**config.mk**
```make
export PLATFORM = sky130hd
export DESIGN_NAME = seq_shift_add_multiplier
export DESIGN_NICKNAME = d
export VERILOG_FILES = /design/src/rtl/seq_shift_add_multiplier.sv
export SDC_FILE = /design/constraint.sdc
export NUM_CORES = 1
export LEC_CHECK = 0
export CAP_MARGIN = 20
export CORE_MARGIN = 3
export CORE_UTILIZATION = 48
export DETAILED_ROUTE_END_ITERATION = 8
export GPL_ROUTABILITY_DRIVEN = 0
export PLACE_DENSITY = 0.75
export SYNTH_ARGS = -nofsm -noshare
export SYNTH_HDL_FRONTEND = slang
export SYNTH_SLANG_ARGS = --single-unit
```
**constraint.sdc**
```tcl
create_clock -name clk -period 2.2 [get_ports clk]
set_clock_uncertainty 0.05 [all_clocks]
set_input_delay 0.55 -clock clk [delete_from_list [all_inputs] [get_ports clk]]
set_output_delay 0.55 -clock clk [all_outputs]
set_load 0.01 [all_outputs]
```
**src/rtl/seq_shift_add_multiplier.sv**
```systemverilog
// Sequential shift-and-add multiplier with valid/ready handshakes on operands and result.
// Define SIGNED_MODE_EN to enable per-operation two's-complement handling via signed_mode.
module seq_shift_add_multiplier #(
    parameter int unsigned WIDTH = 4
) (
    input  logic                 clk,
    input  logic                 rst,
    input  logic                 in_valid,
    output logic                 in_ready,
    input  logic [WIDTH-1:0]     a,
    input  logic [WIDTH-1:0]     b,
    input  logic                 signed_mode,
    output logic                 out_valid,
    input  logic                 out_ready,
    output logic [2*WIDTH-1:0]   product,
    output logic                 busy
);

    localparam int unsigned CW = $clog2(WIDTH);

    typedef enum logic [1:0] {
        StIdle,
        StRun,
        StDone
    } state_t;

    state_t state_q, state_d;

    logic [WIDTH-1:0]   mcand_q;
    logic [WIDTH-1:0]   mplier_q;
    logic [2*WIDTH-1:0] acc_q;
    logic [CW-1:0]      cnt_q;
    logic [2*WIDTH-1:0] product_q;

    logic               accept;
    logic               last;
    logic [2*WIDTH-1:0] partial;
    logic [2*WIDTH-1:0] acc_sum;
    logic [2*WIDTH-1:0] result;
    logic [WIDTH-1:0]   a_mag;
    logic [WIDTH-1:0]   b_mag;

    assign accept  = (state_q == StIdle) && in_valid;
    assign last    = (cnt_q == CW'(WIDTH - 1));
    assign partial = {{WIDTH{1'b0}}, mcand_q} << cnt_q;
    assign acc_sum = mplier_q[0] ? (acc_q + partial) : acc_q;

`ifdef SIGNED_MODE_EN
    logic neg_q;
    logic neg_d;

    // Magnitudes are WIDTH-bit unsigned, so the most-negative operand maps to 2^(WIDTH-1).
    assign a_mag  = (signed_mode && a[WIDTH-1]) ? (~a + 1'b1) : a;
    assign b_mag  = (signed_mode && b[WIDTH-1]) ? (~b + 1'b1) : b;
    assign neg_d  = signed_mode && (a[WIDTH-1] ^ b[WIDTH-1]);
    assign result = neg_q ? (~acc_sum + 1'b1) : acc_sum;

    always_ff @(posedge clk or posedge rst) begin
        if (rst) begin
            neg_q <= 1'b0;
        end else if (accept) begin
            neg_q <= neg_d;
        end
    end
`else
    logic unused_signed_mode;

    assign unused_signed_mode = signed_mode;
    assign a_mag  = a;
    assign b_mag  = b;
    assign result = acc_sum;
`endif

    always_ff @(posedge clk or posedge rst) begin
        if (rst) begin
            state_q <= StIdle;
        end else begin
            state_q <= state_d;
        end
    end

    always_comb begin
        state_d = state_q;
        unique case (state_q)
            StIdle: if (in_valid) state_d = StRun;
            StRun:  if (last) state_d = StDone;
            StDone: if (out_ready) state_d = StIdle;
            default: state_d = StIdle;
        endcase
    end

    always_comb begin
        in_ready  = (state_q == StIdle);
        out_valid = (state_q == StDone);
        busy      = (state_q != StIdle);
    end

    always_ff @(posedge clk or posedge rst) begin
        if (rst) begin
            mcand_q   <= '0;
            mplier_q  <= '0;
            acc_q     <= '0;
            cnt_q     <= '0;
            product_q <= '0;
        end else if (accept) begin
            mcand_q  <= a_mag;
            mplier_q <= b_mag;
            acc_q    <= '0;
            cnt_q    <= '0;
        end else if (state_q == StRun) begin
            acc_q    <= acc_sum;
            mplier_q <= mplier_q >> 1;
            cnt_q    <= cnt_q + CW'(1);
            if (last) begin
                product_q <= result;
            end
        end
    end

    assign product = product_q;

endmodule
```
# After elaboration in Yosys (flattened, before gate mapping)
# Cells that the tools add are included.
# word_totals
wordCells	33
latchBits	0
ram_bits	0
regBits	28
mem_count	0
rom_bits	0
# classes
addsub	2
n_eq_ne	6
muxes	11
n_lt_le_gt_ge	0
multipliers	0
n_reduce_logical	6
n_bitwise	1
n_shift	1
div_mod_pow	0
# op_table
operator	count
$mux 8	3
$mux 2	5
$add 8x8->8	1
$mux 4	2
$shl 4x2->8	1
$pmux 2 s3	1
$reduce_and 3->1	2
$eq 2x2->1 const B	2
$ne 2x2->1 const B	2
$reduce_bool 2->1	2
$add 2x1->2 const B	1
$eq 2x1->1 const B	1
$logic_not 2->1	1
$ne 2x1->1 const B	1
$logic_and 1x1->1	1
$not 1->1	1

# Longest topological paths before layout
# Gate-level depths: netlist of run 1.
# logic_depth
depth_word	5
depth_mapped	8

# Worst setup path before layout of run 1
# OpenSTA, ideal clock, no wires.
# synth_path
kind	reg-to-reg
start	reg cnt_q[0]
end	reg product_q[4], in the netlist product[4]
setup_ns	0.068
n_path_buf	1
arrival_ns	2.174
stages_incl_launch_ff	9
path_slack_ns	-0.092
required_ns	2.082
synth_period_minus_slack_ns	2.292
cell_sequence	dfrtp_1 clkbuf_1 mux2i_1 nor2_1 fa_1 a21o_1 a21oi_1 mux2_2 nand3_1
# synth_between
elab_chain_len	3
word_cells_on_any_way	5
classes_between	add/sub: 1; eq/ne: 1; shift: 1; mux: 1; reduce/logical: 1
# synth_rtl
element	line_no	source
start, declared	32	logic [CW-1:0] cnt_q;
start signal, assigned	113	cnt_q <= cnt_q + CW'(1);
$shl 4x2->8	45	assign partial = {{WIDTH{1'b0}}, mcand_q} << cnt_q;
$add 8x8->8	46	assign acc_sum = mplier_q[0] ? (acc_q + partial) : acc_q;
$mux 8	46	
end signal, assigned	115	product_q <= result;
end, declared	33	logic [2*WIDTH-1:0] product_q;
# Parallel ways exist; a longest one is shown, timed or not.
# A chain may end at the register's enable or synchronous reset.

# Final worst setup path of run 1
# layout_path
start	reg cnt_q[0]
end	reg product_q[6], in the netlist product[6]
# Same word-level chain as after synthesis.

==> results of run 1 <==
-- cells by family (layout without fill, tap and decap cells) --
| group | Yosys count | after routing | synth area share, % |
|---|---|---|---|
| simple gates | 51 | 51 | 17.16 |
| compound gates | 46 | 46 | 18.97 |
| flops | 28 | 28 | 42.33 |
| mux | 14 | 14 | 8.995 |
| buf+inv | 11 | 47 | 2.645 |
| fa+ha+maj | 9 | 9 | 7.257 |
| xor+xnor | 5 | 5 | 2.646 |
-- timing repair --
action / in CTS / in global routing
pin swaps: 2 / 8
setup endpoints to repair: 9 / 9
gates resized for setup: 12 / 12
buffers inserted: 1 / 3
-- how the worst max path moves through the flow --
stage,start,end,depth (start not counted)
after floorplan,cnt_q[0]$_DFFE_PP0P_,product[4]$_DFFE_PP0P_,8
after global placement,cnt_q[0]$_DFFE_PP0P_,product[4]$_DFFE_PP0P_,7
after detailed placement,cnt_q[0]$_DFFE_PP0P_,product[4]$_DFFE_PP0P_,7
after CTS,cnt_q[0]$_DFFE_PP0P_,product[7]$_DFFE_PP0P_,7
after global routing,cnt_q[0]$_DFFE_PP0P_,product[7]$_DFFE_PP0P_,7
final,cnt_q[0]$_DFFE_PP0P_,product[6]$_DFFE_PP0P_,7
-- critical path: cells and delay by family, from the launching register on --
kind	cells	cell delay (ns)
and+or+nand+nor	3	0.80
DFF	1	0.48
muxes	2	0.43
adders and majority gates	1	0.38
AOI/OAI and AO/OA	1	0.07
-- registers in the layout (all words and copies together), names as in the netlist --
signal    cells
acc_q         8
product       8
mcand_q       4
mplier_q      4
cnt_q         2
state_q       2
-- routing by layer --
metal | share of wire (%) | global-route usage (%) | up-vias
met5 | 0 | 0 | -
met2 | 51 | 33.33 | 30
met1 | 45 | 23.98 | 640
met4 | 1.1 | 5.541 | 0
met3 | 3.4 | 2.600 | 5
li1 | - | - | 672
-- layout make-up --
| class | count | area share [%] |
|---|---|---|
| Clock buffer | 3 | 1.055 |
| Inverter | 4 | 0.7034 |
| Multi-Input combinational cell | 125 | 45.84 |
| Sequential cell | 28 | 33.00 |
| Tap cell | 44 | 2.579 |
| Timing Repair Buffer | 40 | 16.82 |
-- cells in the mapped netlist, drive strengths merged (4+ instances only) --
cell,n,area [µm²]
o21ai,17,88.84
ha,8,100.1
nand3,6,30.03
and2,4,25.03
clkbuf,4,15.01
inv,4,15.01
mux2i,7,70.07
dfrtp,28,700.7
nand2,17,63.81
a21oi,9,45.04
nand3b,8,60.06
mux2,7,78.83
-- metrics by stage --
step | setup TNS (ns) | total power [mW]
after global routing | -0.6009 | 3.433
final | -0.08443 | 3.151
after CTS | -0.006215 | 3.016
after global placement | -0.02960 | 2.625
after floorplan | 0 | 2.069
after detailed placement | -0.1624 | 2.702
-- report_power, final --
part	switching (mW)	internal [mW]	total (mW)
clock network	0.143	0.0642	0.208
logic	0.991	1.04	2.03
registers	0.182	0.727	0.909
==> run_results.csv, run 1 <==
group,metric,value,unit
route,dr.pass1.iters,4,
worst_setup_path,critical_path.slowest_cell,"or4b_1",
synthesis,yosysWarningCount,0,
worst_setup_path,max_stage_delay,0.51,ns
timing,rsz0062_at_grt,"yes",
worst_setup_path,r2r_end,"product[6]$_DFFE_PP0P_",
synthesis,syn_nets,186,
clock_tree,cts_made_buffers,3,
route,routed_wl,3503,µm
floorplan,core_area,0.003178,mm²
global_routing,grt_max_degree,29,
floorplan,io-pin-count,24,
timing,whs,0.4496,ns
power,irDropWorstVdd,0.7119,mV
clock_tree,cts_root_buffer,"clkbuf_4",
clock_tree,holdBufCountCts,0,
clock_tree,clock_latency,0.32,ns
worst_setup_path,path_max_fanout,6,
layout,final_cell_area,0.002135,mm²
global_routing,grt_pass1_vias,1410,
min_path,hold_path_end,"product[5]$_DFFE_PP0P_",
layout,fillers,272,
layout,register_area,704.4,µm²
power,powerDensity,1476,mW/mm²
placed_design,preCtsSetupSlack,-0.07999,ns
synthesis,synth_area,0.001655,mm²
route,vias,1347,
outcome,violations,"negative setup slack",
route,drc,0,
outcome,status,"finished with violations",
worst_setup_path,cp-start-kind,"flop",
timing,hold_viol_final,0,
placed_design,io_buffers,22,
clock_tree,cts.clk_slew.worst_paths,0.14,ns
min_path,hp-start,"product[5]$_DFFE_PP0P_",
layout,layout_commonest_cell,"dfrtp_1",
timing,worst_slack,-0.05224,ns
clock_tree,clock_sinks,28,
layout,n_antenna_cell,0,
floorplan,rows,20,
timing,slew_violations,0,
placed_design,place_area,0.002007,mm²
layout,area_growth,28.95,%
worst_setup_path,required,2.42,ns
power,p_leak,0.9512,nW
route,viasPerCell,5.520,
worst_setup_path,reg2reg_depth,7,
timing,setup_viol,2,
synthesis,async_flop_share,100.0,%
placed_design,dp.final_hpwl,2606,µm
placed_design,dpl.cell_count,237,
layout,drive_gt1_share,24.00,%
synthesis,synth_edf_count,0,
route,drt-initial-drc-count,86,
layout,multiInputGateArea,978.4,µm²
min_path,whs_path_depth,1,
floorplan,dieWidth,64.73,µm
timing,min_period_over_period,102.4,%
clock_tree,cts_max_path_buffers,2,
global_routing,grt_remaining_overflow,0,
global_routing,grt_pass1_wl,6313,µm
synthesis,synth_cell_type_count,42,
layout,fin_cells,244,
worst_setup_path,worstPathArrival,2.47,ns
layout,final_cell_mix,"dfrtp_1, clkdlybuf4s50_1, nand2_1, buf_4, o21ai_0",
route,wl_per_cell,14.36,µm
worst_setup_path,crit_type,"flop to flop",
floorplan,die-area,0.004189,mm²
synthesis,ys.flop_type,"dfrtp_1",
synthesis,syn_area_per_cell,10.09,µm²
floorplan,die_height,64.73,µm
timing,max_slew.worst_pin.slew,0.5178,ns
worst_setup_path,reg2reg_setup_slack,-0.05,ns
flow_run,cap_viol_max_count,0,
timing,layout_min_cycle_time,2.252,ns
global_routing,track_usage,18.92,%
global_routing,antenna_found_initial,0,
clock_tree,cts_max_level,1,
layout,fin_util,67.17,%
synthesis,seq_area_frac_synth,42.33,%
min_path,hp-class,"flop to flop",
synthesis,postSynthCellCount,164,
layout,nNetsFinal,224,
synthesis,ys_seq_elements,28,
worst_setup_path,endpoint_kind,"flop",
clock_tree,cts_tree,"yes",
timing,slew_headroom,65.25,%
timing,maxClockFrequency,0.4440,GHz
worst_setup_path,critical_path.cell_chain,"mux2i_2, mux2i_1, ha_1, and3_4, a221oi_4, or4b_1, nand3_1",
worst_setup_path,r2r_start,"cnt_q[0]$_DFFE_PP0P_",
floorplan,start_util,52.09,%
route,antenna_left,0,
No activity file was read; power rests on OpenSTA's default activity.
==> run 2, diff against run 1 <==
- CORE_MARGIN: 3 -> 4
==> run 2 against run 1 <==
Net effect:
- the run still ends with negative setup slack left
- die area grew 6.3%
- combinational power is essentially flat
- worst setup slack improved by 0.0035 ns
- critical path type unchanged
- largest power group unchanged
- sequential share of layout area decreased by 0.36 points
- critical endpoint is now acc_q[6]$_DFFE_PP0P_
- sequential power rose by 0.4%
- total power up 3.9%
- worst hold slack lost 0.0062 ns
- maximum frequency increased by 0.15%
- register-to-register slack about the same
- utilization shrank 2.6 points
==> run_results.csv, run 2 (synthesis gave the netlist of run 1 again) <==
group,metric,value,unit
outcome,status,"finished with violations",
outcome,violations,"negative setup slack",
worst_setup_path,required,2.38,ns
worst_setup_path,critical_path.slowest_cell,"dfrtp_2",
route,routed_wl,3714,µm
route,wl_met2,2000,µm
worst_setup_path,crit_type,"flop to flop",
global_routing,grt_max_degree,29,
clock_tree,cts_tree,"yes",
route,vias,1379,
min_path,whs_path_depth,2,
placed_design,dp.final_hpwl,2631,µm
global_routing,grt_remaining_overflow,0,
timing,rsz0062_at_grt,"yes",
layout,multiInputGateArea,967.2,µm²
timing,whs,0.4435,ns
global_routing,grt_pass1_vias,1349,
layout,nNetsFinal,224,
worst_setup_path,cp-start-kind,"flop",
min_path,hp-start,"product[4]$_DFFE_PP0P_",
layout,fin_util,64.57,%
layout,fillers,280,
worst_setup_path,cp_top_family,"compound AO/OA/AOI/OAI gates",
power,p_leak,0.9452,nW
route,wl_met1,1559,µm
timing,layout_min_cycle_time,2.249,ns
worst_setup_path,max_stage_delay,0.50,ns
layout,n_antenna_cell,0,
flow_run,cap_viol_max_count,0,
clock_tree,cts.clk_slew.worst_paths,0.16,ns
floorplan,rows,21,
layout,register_area,703.2,µm²
worst_setup_path,r2r_start,"cnt_q[0]$_DFFE_PP0P_",
layout,final_cell_mix,"dfrtp_1, clkdlybuf4s50_1, nand2_1, buf_4, o21ai_0",
worst_setup_path,worstPathArrival,2.43,ns
clock_tree,holdBufCountCts,0,
global_routing,grt_pass1_wl,6279,µm
timing,max_slew.worst_pin.slew,0.5347,ns
timing,slew_violations,0,
clock_tree,cts_max_path_buffers,2,
route,dr.pass1.iters,4,
layout,fin_cells,247,
floorplan,start_util,49.61,%
clock_tree,clock_sinks,28,
worst_setup_path,reg2reg_depth,7,
floorplan,dieWidth,66.73,µm
timing,maxClockFrequency,0.4447,GHz
route,antenna_left,0,
timing,worst_slack,-0.04877,ns
clock_tree,cts_root_buffer,"clkbuf_4",
worst_setup_path,reg2reg_setup_slack,-0.05,ns
timing,slew_headroom,64.11,%
floorplan,die-area,0.004452,mm²
layout,area_growth,30.16,%
route,met3_length,103,µm
power,irDropWorstVdd,0.7690,mV
floorplan,core_area,0.003337,mm²
layout,layout_commonest_cell,"dfrtp_1",
clock_tree,cts_max_level,1,
worst_setup_path,endpoint_kind,"flop",
layout,drive_gt1_share,23.88,%
worst_setup_path,crit_buf_inv,0,
timing,min_period_over_period,102.2,%
min_path,hold_path_end,"product[4]$_DFFE_PP0P_",
worst_setup_path,r2r_end,"acc_q[6]$_DFFE_PP0P_",
global_routing,antenna_found_initial,0,
timing,hold_viol_final,0,
route,drt-initial-drc-count,59,
global_routing,track_usage,18.45,%
route,routed.top_layer,"met4",
route,viasPerCell,5.583,
timing,setup_viol,3,
placed_design,dpl.cell_count,239,
placed_design,io_buffers,22,
power,powerDensity,1519,mW/mm²
worst_setup_path,path_max_fanout,6,
floorplan,die_height,66.73,µm
route,drc,0,
clock_tree,cts_made_buffers,3,
floorplan,io-pin-count,24,
worst_setup_path,critical_path.cell_chain,"mux2i_2, nor2_1, fa_2, a21o_1, a221oi_4, xor2_1, o21ai_1",
route,wl_per_cell,15.04,µm
min_path,hp-class,"flop to flop",
clock_tree,clock_latency,0.33,ns
run 2: final cells by class:
| cell class | instances | share of cell area [%] |
|---|---|---|
| timing repair buffer | 40 | 16.67 |
| sequential | 28 | 32.64 |
| clock buffer | 3 | 1.045 |
| multi-input combinational | 125 | 44.89 |
| clock inverter | 1 | 1.394 |
| tap | 46 | 2.671 |
| inverter | 4 | 0.6969 |
run 2: repair_timing:
item	CTS	global route
resized for setup	13	8
buffers inserted	2	2
pin swaps	9	11
setup endpoints to repair	8	9
run 2: metal layers:
layer / vias up / GRT usage, %
met5: - / 0
met4: 0 / 7.107
met3: 6 / 3.710
met2: 22 / 31.31
met1: 684 / 22.85
li1: 667 / -
run 2: worst max-delay path by stage:
stage | from | cells after the start | slack [ns] | end
2_1_floorplan | cnt_q[0]$_DFFE_PP0P_ | 8 | 0.03 | product[4]$_DFFE_PP0P_
3_3_place_gp | cnt_q[0]$_DFFE_PP0P_ | 7 | -0.007 | product[4]$_DFFE_PP0P_
3_5_place_dp | cnt_q[0]$_DFFE_PP0P_ | 7 | -0.07 | product[4]$_DFFE_PP0P_
4_1_cts | cnt_q[0]$_DFFE_PP0P_ | 7 | -0.01 | product[6]$_DFFE_PP0P_
5_1_grt | cnt_q[0]$_DFFE_PP0P_ | 7 | -0.18 | product[6]$_DFFE_PP0P_
6_report | cnt_q[0]$_DFFE_PP0P_ | 7 | -0.05 | acc_q[6]$_DFFE_PP0P_
run 2: tightest hold or removal path: stages (launching register included):
cell,delay (ns)
dfrtp_1,0.37
nand2_1,0.05
nand3_1,0.05
run 2: report_power, final:
| part | total, mW | leakage [nW] | internal (mW) | switching (mW) |
|---|---|---|---|---|
| Sequential | 0.913 | 0.357 | 0.725 | 0.188 |
| Combinational | 2.01 | 0.560 | 1.02 | 0.997 |
| Clock | 0.346 | 0.0279 | 0.184 | 0.162 |
run 2: stage by stage:
| step | setup TNS, ns | setup WS [ns] | power [mW] | area (µm²) |
|---|---|---|---|---|
| 5_1_grt | -0.9433 | -0.1769 | 3.536 | 2155 |
| 4_1_cts | -0.01140 | -0.01140 | 3.154 | 2118 |
| 6_report | -0.1334 | -0.04877 | 3.273 | 2155 |
| 3_3_place_gp | -0.006513 | -0.006513 | 2.616 | 2009 |
| 2_1_floorplan | 0 | 0.02700 | 2.069 | 1658 |
| 3_5_place_dp | -0.1549 | -0.06998 | 2.693 | 2009 |
==> run 3, diff against run 2 <==
- CTS_CLUSTER_SIZE: unset -> 10
- SKIP_CTS_REPAIR_TIMING: unset -> 1
==> run 3 against run 2 <==
Net effect:
- the flow still finishes with violations (negative setup slack)
- sequential share of layout area shrank 0.99 points
- global-route usage shrank 1.5 points
- clock power shrank 1%
- total power grew 3.7%
- critical path type unchanged
==> run_results.csv, run 3 (synthesis gave the netlist of run 1 again) <==
group,metric,value,unit
worst_setup_path,reg2reg_depth,7,
clock_tree,cts_max_level,1,
min_path,hp-class,"flop to flop",
power,irDropWorstVdd,0.7728,mV
floorplan,die-area,0.004452,mm²
floorplan,die_height,66.73,µm
power,design_power_total,3.394,mW
clock_tree,cts_made_buffers,3,
outcome,status,"finished with violations",
route,drc,0,
global_routing,grt_most_used_layer,"met2",
worst_setup_path,worstPathArrival,2.47,ns
timing,setup-tns-final,-0.1713,ns
clock_tree,cts.clk_slew.worst_paths,0.16,ns
floorplan,io-pin-count,24,
min_path,whs_path_depth,2,
flow_run,cap_viol_max_count,0,
route,dr.pass1.iters,4,
timing,layout_min_cycle_time,2.284,ns
layout,fin_cells,250,
worst_setup_path,required,2.38,ns
route,antenna_left,0,
global_routing,grtUsageMet3,3.035,%
layout,layout_commonest_cell,"dfrtp_1",
timing,slew_headroom,64.96,%
global_routing,grt_pass1_vias,1297,
floorplan,start_util,49.61,%
route,viasPerCell,5.512,
route,wl_per_cell,15.50,µm
layout,nNetsFinal,227,
power,p_leak,1.001,nW
layout,final_cell_area,0.002226,mm²
clock_tree,cts_tree,"yes",
worst_setup_path,r2r_start,"cnt_q[0]$_DFFE_PP0P_",
floorplan,core_area,0.003337,mm²
worst_setup_path,crit_buf_inv,0,
worst_setup_path,crit_type,"flop to flop",
placed_design,io_buffers,22,
placed_design,dpl.cell_count,239,
global_routing,grt_util_met2,29.33,%
route,vias,1378,
clock_tree,clock_latency,0.33,ns
timing,max_slew.worst_pin.slew,0.5221,ns
clock_tree,cts_max_path_buffers,2,
placed_design,preCtsSetupSlack,-0.06998,ns
worst_setup_path,reg2reg_setup_slack,-0.08,ns
timing,min_period_over_period,103.8,%
power,powerDensity,1525,mW/mm²
global_routing,grt_max_degree,29,
placed_design,place_area,0.002009,mm²
outcome,violations,"negative setup slack",
global_routing,antenna_found_initial,0,
global_routing,use_met1,21.36,%
min_path,hp-start,"product[1]$_DFFE_PP0P_",
clock_tree,clock_sinks,28,
min_path,hold_path_end,"product[1]$_DFFE_PP0P_",
layout,drive_gt1_share,26.47,%
timing,hold_viol_final,0,
placed_design,dp.final_hpwl,2631,µm
global_routing,grt_remaining_overflow,0,
worst_setup_path,critical_path.cell_chain,"mux2i_2, o21ai_1, ha_1, o211ai_1, o211ai_2, and3_1, o31a_1",
layout,n_antenna_cell,0,
global_routing,grt_pass1_wl,5865,µm
timing,slew_violations,0,
timing,worst_slack,-0.08401,ns
worst_setup_path,cp_top_family,"compound AO/OA/AOI/OAI gates",
route,routed_wl,3874,µm
timing,setup_viol,5,
route,drt-initial-drc-count,66,
worst_setup_path,r2r_end,"product[7]$_DFFE_PP0P_",
floorplan,rows,21,
floorplan,dieWidth,66.73,µm
layout,final_cell_mix,"dfrtp_1, clkdlybuf4s50_1, buf_4",
timing,whs,0.4477,ns
timing,rsz0062_at_grt,"yes",
global_routing,track_usage,16.99,%
worst_setup_path,critical_path.slowest_cell,"dfrtp_2",
layout,area_growth,34.47,%
worst_setup_path,max_stage_delay,0.49,ns
worst_setup_path,path_max_fanout,6,
layout,fin_util,66.70,%
timing,maxClockFrequency,0.4378,GHz
clock_tree,cts_root_buffer,"clkbuf_4",
worst_setup_path,endpoint_kind,"flop",
worst_setup_path,cp-start-kind,"flop",
[run 3: cell count changes in the layout (fill, tap and decap cells not counted), sizes merged]
cell,before,now
dlygate4sd2,2,0
dlymetal6s2s,1,3
buf,18,21
[run 3: layer usage]
metal / vias to the layer above / routed length [µm]
li1: 679 / -
met1: 675 / 1739
met2: 22 / 2013
met3: 2 / 99
met4: 0 / 21
met5: - / 0
[run 3: how the worst max path moves through the flow]
stage,start,to,slack (ns),cells after the start
finish,cnt_q[0]$_DFFE_PP0P_,product[7]$_DFFE_PP0P_,-0.08,7
global route,cnt_q[0]$_DFFE_PP0P_,product[7]$_DFFE_PP0P_,-0.17,7
CTS,state_q[1]$_DFFE_PP0P_,in_ready,-0.18,3
detailed placement,cnt_q[0]$_DFFE_PP0P_,product[4]$_DFFE_PP0P_,-0.07,7
global placement,cnt_q[0]$_DFFE_PP0P_,product[4]$_DFFE_PP0P_,-0.007,7
floorplan,cnt_q[0]$_DFFE_PP0P_,product[4]$_DFFE_PP0P_,0.03,8
[run 3: power breakdown]
| part | leakage, nW | switching [mW] | internal [mW] |
|---|---|---|---|
| Sequential | 0.356 | 0.189 | 0.727 |
| Combinational | 0.617 | 1.05 | 1.09 |
| Clock | 0.0279 | 0.158 | 0.184 |
| Total | 1.00 | 1.40 | 2.00 |
[run 3: area by class of cell]
type                            count  area, µm²
Timing Repair Buffer               43      392.9
Multi-Input combinational cell    125       1003
Fill cell                         270       1111
Clock buffer                        3      22.52
Inverter                            4      15.01
Tap cell                           46      57.56
Clock inverter                      1      30.03
Sequential cell                    28      704.4
[run 3: worst register-to-register path, stage by stage, from the launching register on]
cell      delay, ns
dfrtp_2        0.49
mux2i_2        0.31
o21ai_1        0.12
ha_1           0.34
o211ai_1       0.33
o211ai_2       0.15
and3_1         0.17
o31a_1         0.23
